File: config.mk
export PLATFORM = sky130hd
export DESIGN_NAME = reset_sequencer
export DESIGN_NICKNAME = d
export VERILOG_FILES = /design/src/rtl/reset_seq_pkg.sv /design/src/rtl/reset_sequencer_sync.sv /design/src/rtl/reset_sequencer.sv
export SDC_FILE = /design/constraint.sdc
export NUM_CORES = 1
export LEC_CHECK = 0
export BUFFER_PORTS_ARGS = -buffer_cell sky130_fd_sc_hd__buf_4
export CORE_MARGIN = 1
export CORE_UTILIZATION = 49
export CTS_BUF_LIST = sky130_fd_sc_hd__clkbuf_8
export CTS_CLUSTER_DIAMETER = 80
export DETAILED_ROUTE_END_ITERATION = 10
export GPL_TIMING_DRIVEN = 0
export PLACE_DENSITY_LB_ADDON = 0.15
export SLEW_MARGIN = 10
export SYNTH_ARGS = -nofsm -noshare
export SYNTH_HDL_FRONTEND = slang
export SYNTH_SLANG_ARGS = --single-unit
File: constraint.sdc
create_clock -name clk -period 3.11 [get_ports clk]
set_clock_uncertainty 0.1 [all_clocks]
set_input_delay 0.311 -clock clk [delete_from_list [all_inputs] [get_ports clk]]
set_output_delay 0.311 -clock clk [all_outputs]
set_load 0.01 [all_outputs]
File: src/rtl/reset_seq_pkg.sv
// Shared types and elaboration helpers for the reset sequencer.
package reset_seq_pkg;

  typedef enum logic [1:0] {
    ASSERT  = 2'd0,
    HOLD    = 2'd1,
    RELEASE = 2'd2,
    RUN     = 2'd3
  } state_t;

  // The down-counter must hold HOLD_CYCLES-1 and STEP_CYCLES-1; the floor of 2 keeps it at least 1 bit wide.
  function automatic int cnt_width(input int hold_cycles, input int step_cycles);
    int m;
    m = 2;
    if (hold_cycles > m) m = hold_cycles;
    if (step_cycles > m) m = step_cycles;
    return $clog2(m);
  endfunction

  function automatic bit params_legal(input int sync_stages, input int num_outs,
                                      input int hold_cycles, input int step_cycles);
    return (sync_stages >= 2) && (sync_stages <= 4) &&
           (num_outs >= 1) && (num_outs <= 8) &&
           (hold_cycles >= 0) && (step_cycles >= 1);
  endfunction

endpackage

File: src/rtl/reset_sequencer_sync.sv
// Reset synchroniser: asynchronous assert, synchronous deassert through SYNC_STAGES flops.
module reset_sync_chain #(
  parameter int SYNC_STAGES = 2
) (
  input  logic clk,
  input  logic reset,
  output logic out
);

  (* ASYNC_REG = "TRUE" *) logic [SYNC_STAGES-1:0] sync_q;

  always_ff @(posedge clk or posedge reset) begin
    if (reset) begin
      sync_q <= '1;
    end else begin
      sync_q <= {sync_q[SYNC_STAGES-2:0], 1'b0};
    end
  end

  assign out = sync_q[SYNC_STAGES-1];

endmodule

File: src/rtl/reset_sequencer.sv
// Reset sequencer: holds all resets after a synchronised board or soft reset, then releases them in index order.
module reset_sequencer
  import reset_seq_pkg::*;
#(
  parameter int SYNC_STAGES = 2,
  parameter int NUM_OUTS    = 3,
  parameter int HOLD_CYCLES = 16,
  parameter int STEP_CYCLES = 8
) (
  input  logic                clk,
  input  logic                reset,
  input  logic                soft_req,
  output logic [NUM_OUTS-1:0] out,
  output logic                ready
);

  localparam int CW = cnt_width(HOLD_CYCLES, STEP_CYCLES);
  localparam int IW = $clog2(NUM_OUTS + 1);
  localparam logic [CW-1:0] HOLD_LOAD = CW'((HOLD_CYCLES > 0) ? HOLD_CYCLES - 1 : 0);
  localparam logic [CW-1:0] STEP_LOAD = CW'(STEP_CYCLES - 1);
  localparam logic [IW-1:0] LAST_IDX  = IW'(NUM_OUTS - 1);

  if (!params_legal(SYNC_STAGES, NUM_OUTS, HOLD_CYCLES, STEP_CYCLES)) begin : g_bad_params
    $error("reset_sequencer: parameter out of legal range");
  end

  logic                sync_rst;
  logic                rst_req;
  state_t              state_q, state_d;
  logic [CW-1:0]       cnt_q, cnt_d;
  logic [IW-1:0]       idx_q, idx_d;
  logic                release0;
  logic [NUM_OUTS-1:0] out_q, out_d;
  logic                ready_q, ready_d;

  reset_sync_chain #(
    .SYNC_STAGES(SYNC_STAGES)
  ) u_sync (
    .clk   (clk),
    .reset (reset),
    .out   (sync_rst)
  );

  assign rst_req = sync_rst | soft_req;

  // Outputs are registered next to the state so they never glitch on a decode.
  always_ff @(posedge clk or posedge reset) begin
    if (reset) begin
      state_q <= ASSERT;
      cnt_q   <= '0;
      idx_q   <= '0;
      out_q   <= '1;
      ready_q <= 1'b0;
    end else begin
      state_q <= state_d;
      cnt_q   <= cnt_d;
      idx_q   <= idx_d;
      out_q   <= out_d;
      ready_q <= ready_d;
    end
  end

  always_comb begin
    state_d  = state_q;
    cnt_d    = cnt_q;
    idx_d    = idx_q;
    release0 = 1'b0;
    if (rst_req) begin
      state_d = ASSERT;
      cnt_d   = '0;
      idx_d   = '0;
    end else begin
      case (state_q)
        ASSERT: begin
          if (HOLD_CYCLES > 0) begin
            state_d = HOLD;
            cnt_d   = HOLD_LOAD;
          end else begin
            release0 = 1'b1;
          end
        end
        HOLD: begin
          if (cnt_q == '0) release0 = 1'b1;
          else             cnt_d = cnt_q - CW'(1);
        end
        RELEASE: begin
          if (cnt_q == '0) begin
            if (idx_q == LAST_IDX) begin
              state_d = RUN;
            end else begin
              cnt_d = STEP_LOAD;
              idx_d = idx_q + IW'(1);
            end
          end else begin
            cnt_d = cnt_q - CW'(1);
          end
        end
        RUN:     state_d = RUN;
        default: state_d = ASSERT;
      endcase
      // out[0] release is shared by the HOLD terminal count and the zero-hold ASSERT exit.
      if (release0) begin
        if (NUM_OUTS == 1) begin
          state_d = RUN;
        end else begin
          state_d = RELEASE;
          cnt_d   = STEP_LOAD;
          idx_d   = IW'(1);
        end
      end
    end
  end

  // In RELEASE, idx is the lowest bit still held, so everything below it is already released.
  always_comb begin
    out_d   = '1;
    ready_d = 1'b0;
    case (state_d)
      RELEASE: begin
        for (int i = 0; i < NUM_OUTS; i++) out_d[i] = (i >= int'(idx_d));
      end
      RUN: begin
        out_d   = '0;
        ready_d = 1'b1;
      end
      default: begin
        out_d   = '1;
        ready_d = 1'b0;
      end
    endcase
  end

  assign out   = out_q;
  assign ready = ready_q;

endmodule
## Word level (Yosys, flattened, before mapping)

Cells that the tools add are included.

| storage, ports and cells | value |
|---|---|
| flip-flop bits (word level) | 14 |
| bits in latches | 0 |
| bits in writable memories | 0 |
| memory bits (read-only) | 0 |
| bits of input ports | 3 |
| output and inout bits | 4 |
| logic and storage cells | 45 |
| memories | 0 |

| operators by class | value |
|---|---|
| add/sub/neg operators | 2 |
| $mul | 0 |
| div/mod/pow operators | 0 |
| $lt $le $gt $ge | 3 |
| eq/ne operators | 8 |
| shifts and indexed selects | 0 |
| muxes and demuxes | 21 |
| bitwise operators | 1 |
| reductions and logical operators | 4 |

Operator list:

| cell | number |
|---|---|
| $mux W4 | 5 |
| $mux W2 | 9 |
| $pmux W4 S3 | 1 |
| $eq A2 B2 Y1 const B | 5 |
| $pmux W2 S3 | 1 |
| $pmux W3 S2 | 1 |
| $ne A5 B5 Y1 const B | 1 |
| $reduce_bool A5 Y1 | 1 |
| $ge A1 B2 Y1 const A | 2 |
| $logic_not A4 Y1 | 1 |
| $mux W1 | 4 |
| $ne A4 B4 Y1 const B | 1 |
| $sub A4 B1 Y4 const B | 1 |
| $reduce_and A3 Y1 | 1 |
| $add A2 B1 Y2 const B | 1 |
| $eq A2 B1 Y1 const B | 1 |
| $ge A2 B2 Y1 const A | 1 |
| $logic_not A2 Y1 | 1 |
| $or A1 B1 Y1 | 1 |

## Longest topological paths before layout

| logic depth | value |
|---|---|
| word-level depth | 8 |
| gate-level depth with buffers | 7 |
| gate-level depth less buffers | 6 |

## Modules after synthesis

A second synthesis with hierarchy kept.

| second synthesis, totals | value |
|---|---|
| cells, all modules | 79 |
| area total of the unflattened synthesis | 797.0 um^2 |

By module, submodules not included:

| module | instances | cells an instance | area an instance (um^2) |
|---|---|---|---|
| reset_sequencer | 1 | 75 | 737.0 |
| reset_sync_chain | 1 | 4 | 60.1 |

## Worst setup path after synthesis

No wires, ideal clock.

| path | value |
|---|---|
| path type | register to register |
| start | register state_q[0] |
| end | register out_q[0], in the netlist out[0] |
| library setup time | 0.086 ns |
| data arrival time | 1.631 ns |
| path slack | 1.293 ns |
| stages on the path, launching flop included | 8 |
| path buffers | 1 |
| period minus slack after synthesis | 1.817 ns |
| cells stage by stage | dfrtp_1 -> inv_1 -> ha_1 -> buf_2 -> or2_2 -> a21oi_1 -> nor2_2 -> o31ai_2 |

| between the ends | value |
|---|---|
| longest elaborated chain between the ends | 7 |

Ends and longest elaborated chain:

| item | line | text |
|---|---|---|
| from (decl) | reset_sequencer.sv:29 | `state_t state_q, state_d;` |
| from (signal assigned) | reset_sequencer.sv:55 | `state_q <= state_d;` |
| $eq A2 B1 Y1 | reset_sequencer.sv:73 | `case (state_q)` |
| $mux W1 | -- |  |
| $mux W1 | reset_sequencer.sv:68 | `if (rst_req) begin` |
| $mux W2 * | reset_sequencer.sv:102 | `if (release0) begin` |
| $mux W2 * | reset_sequencer.sv:68 |  |
| via idx_d[0] | reset_sequencer.sv:31 | `logic [IW-1:0] idx_q, idx_d;` |
| $ge A1 B2 Y1 * | reset_sequencer.sv:120 | `for (int i = 0; i < NUM_OUTS; i++) out_d[i] = (i >= int'(idx_d));` |
| $pmux W3 S2 * | reset_sequencer.sv:118 | `case (state_d)` |
| via out_d[0] | reset_sequencer.sv:33 | `logic [NUM_OUTS-1:0] out_q, out_d;` |
| to (signal assigned) | reset_sequencer.sv:58 | `out_q <= out_d;` |
| to (decl) | reset_sequencer.sv:33 |  |

The timed path passes the listed nets; every way through them passes the cells marked *. The select of a mux whose other input is x is not followed.
A chain may end at the register's enable or synchronous reset.

## Worst setup path after layout

| path | value |
|---|---|
| start | register cnt_q[0] |
| end | register cnt_q[0] |

| between the ends | value |
|---|---|
| longest elaborated chain between the ends | 6 |

Ends and longest elaborated chain:

| item | line | text |
|---|---|---|
| from (decl) | reset_sequencer.sv:30 | `logic [CW-1:0] cnt_q, cnt_d;` |
| from (signal assigned) | reset_sequencer.sv:56 | `cnt_q <= cnt_d;` |
| parallel branches: the longest is 6 deep, another holds $sub A4 B1 Y4 | -- |  |

Parallel ways; which one is timed is not known. The select of a mux whose other input is x is not followed.

==> results.sh <==
export IMPL_drt_initial_drc_count=6
export IMPL_num_fill_cells=129
export IMPL_finalNetCount=100
export IMPL_synth_top_family_by_area="compound AO/OA/AOI/OAI gates"
export IMPL_crit_arrival_ns=2.11
export IMPL_viasPerCell=5.66
export IMPL_crit_path_max_fanout=8
export IMPL_status="complete, but fails checks"
export IMPL_drt_antenna_violating_nets=0
export IMPL_syn_area_per_cell_um2=10.4
export IMPL_synth_seq_area_share_pct=43.4
export IMPL_synth_adder_area_share_pct=10.7
export IMPL_crit_required_ns=3.20
export IMPL_post_place_ws_ns=1.13
export IMPL_cts_hold_fix_buffers=0
export IMPL_io_buffers=6
export IMPL_violations="negative hold slack"
export IMPL_drt_total_wl_um=1460
export IMPL_synth_compound_area_share_pct=25.0
export IMPL_grt_usage_pct=18.5
export IMPL_final_common_cell="dfrtp_1"
export IMPL_fin_crit_sh_pct=65.1
export IMPL_drc=0
export IMPL_final_cell_mix="9 x dfrtp_1, 8 x inv_1, 7 x o21ai_0, 7 x ha_1, 6 x buf_4"
export IMPL_synthCells=79
export IMPL_r2r_setup_slack_ns=1.09
export IMPL_die_width_um=42.9
export IMPL_timing_final_ws_setup_ns=1.09
export IMPL_max_vdd_ir_drop_uv=309
export IMPL_worst_setup_path_end_kind="flip-flop"
export IMPL_clock_fmax_mhz=494
export IMPL_slew_headroom_pct=60.7
export IMPL_postCtsSetupRepairBufs=0
export IMPL_synthXorXnorAreaFrac_pct=1.07
export IMPL_muxShareOfSynthArea_pct=1.22
export IMPL_synth_edf_count=0
export IMPL_synth_warnings=0
export IMPL_total_power_mw=0.460
export IMPL_htree_levels=1
export IMPL_rows=14
export IMPL_hp_class="primary input to async pin"
export IMPL_path_class="flip-flop to flip-flop"
export IMPL_syn_to_final_growth_pct=14.6
export IMPL_p_per_area_nw_per_um2=489
export IMPL_clockBufferDepth=2
export IMPL_yosys_area_share_simple_pct=13.3
export IMPL_p_leak_nw=0.400
export IMPL_antenna_found_initial=0
export IMPL_cts_made_buffers=3
export IMPL_setup_violations=0
export IMPL_wl_per_cell_um=13.9
export IMPL_diodes=0
export IMPL_via_count=594
export IMPL_die_y_um=42.9
export IMPL_cts_sinks=14
export IMPL_clk_pin_slew_ns=0.06
export IMPL_syn_num_nets=89
export IMPL_ys_flop_type="dfrtp_1"
export IMPL_grt_start_max_net_pins=15
export IMPL_period_needed_ns=2.02
export IMPL_rsz0062_at_grt="no"
export IMPL_clk_latency_ns=0.24
export IMPL_fin_hold_ws_ns=-0.00509
export IMPL_synth_area_um2=821
export IMPL_die_area_um2=1840
export IMPL_gr_total_overflow=0
export IMPL_worst_slew_pin_slew_ns=0.587
export IMPL_dp_hpwl_um=1040
export IMPL_fp_coreArea_um2=1540
export IMPL_maxCapViolations=0
export IMPL_critPathLaunchType="flip-flop"
export IMPL_clockRootBuffer="clkbuf_8"
export IMPL_async_flop_share_pct=100
export IMPL_final_setup_tns_ns=0
export IMPL_grt_pass1_vias=544
export IMPL_grt_pass1_wl_um=2480
export IMPL_slew_violations=0
export IMPL_drt_pass1_iter_count=4
export IMPL_ys_ff_latch=14
export IMPL_hold_viol=4
export IMPL_netlist_cell_type_count=32
export IMPL_cts_resized_gates=0
export IMPL_start_util_pct=53.2
export IMPL_io_pins=7
export IMPL_drive_gt1_share_pct=28.1
export IMPL_place_congestion=0.786
export IMPL_cts_tree="built"
report_power, final:
part / switching [mW] / internal [mW] / total (mW) / leakage [nW]
Clock: 0.0645 / 0.112 / 0.177 / 0.0288
Sequential: 0.00886 / 0.192 / 0.201 / 0.174
Combinational: 0.0488 / 0.0337 / 0.0825 / 0.196
Total: 0.122 / 0.338 / 0.460 / 0.400
final cells by class:
type                    count  area [um2]  area share, %
repair buffers              6        45.0           4.79
flip-flops and latches     14         357           37.9
well taps                  16        20.0           2.13
inverters                   8        30.0           3.19
plain buffers               2        10.0           1.06
multi-input cells          55         424           45.1
clock buffers               4        55.1           5.85
through the flow:
step | std cells | utilization, % | instance area [um2]
floorplan | 79 | - | 821
global placement | 101 | 57.5 | 886
detailed placement | 101 | 57.5 | 886
CTS | 105 | 61.0 | 941
global route | 105 | 61.0 | 941
finish | 105 | 61.0 | 941
critical path, stage by stage (launching register included):
cell,delay (ns)
dfrtp_1,0.39
inv_1,0.08
ha_1,0.20
nor3b_2,0.46
a31oi_1,0.32
o211ai_1,0.24
o311a_1,0.18
worst paths after layout:
check / start / to / cells after the start
worst min-delay path: reset / cnt_q[0] / 2
worst max-delay path: cnt_q[0] / cnt_q[0] / 6
max in group asynchronous: reset / out[2] / 2
worst max register to register: cnt_q[0] / cnt_q[0] / 6
min in group clk: u_sync.sync_q[0] / u_sync.sync_q[1] / 0
worst min register to register: u_sync.sync_q[0] / u_sync.sync_q[1] / 0
registers in the layout, summed over array words and instances (netlist names):
name and cells:
cnt_q 4, state_q 2, u_sync.sync_q 2, idx_q 2, out 3, ready 1
routing by layer:
layer / routed length (um) / track usage [%] / vias up / part of all wire (%)
li1: - / - / 302 / -
met1: 753 / 26.4 / 285 / 52
met2: 664 / 26.4 / 7 / 46
met3: 37 / 5.11 / 0 / 2.5
met4: 0 / 7.50 / 0 / 0
met5: 0 / 0 / - / 0
synthesized netlist by cell type, types with 2 or more instances:
cell type / n / area share [%]
a211oi_1: 2 / 1.8
a21oi_1: 4 / 2.4
buf_2: 2 / 1.2
dfrtp_1: 9 / 27
dfstp_2: 5 / 16
ha_1: 7 / 11
inv_1: 8 / 3.7
nand2_1: 4 / 1.8
nand3_1: 2 / 1.2
nor2_1: 4 / 1.8
o211ai_1: 3 / 2.7
o21ai_0: 7 / 4.3
o311a_1: 2 / 2.4
or2_2: 2 / 1.5
cells by family after synthesis:
family	count (synthesis)
AOI/OAI and AO/OA	26
and+or+nand+nor	19
DFF	14
buffers and inverters	10
adders and majority gates	7
other	1
xor gates and xnor gates	1
muxes	1
No activity file was read; power rests on OpenSTA's default activity.
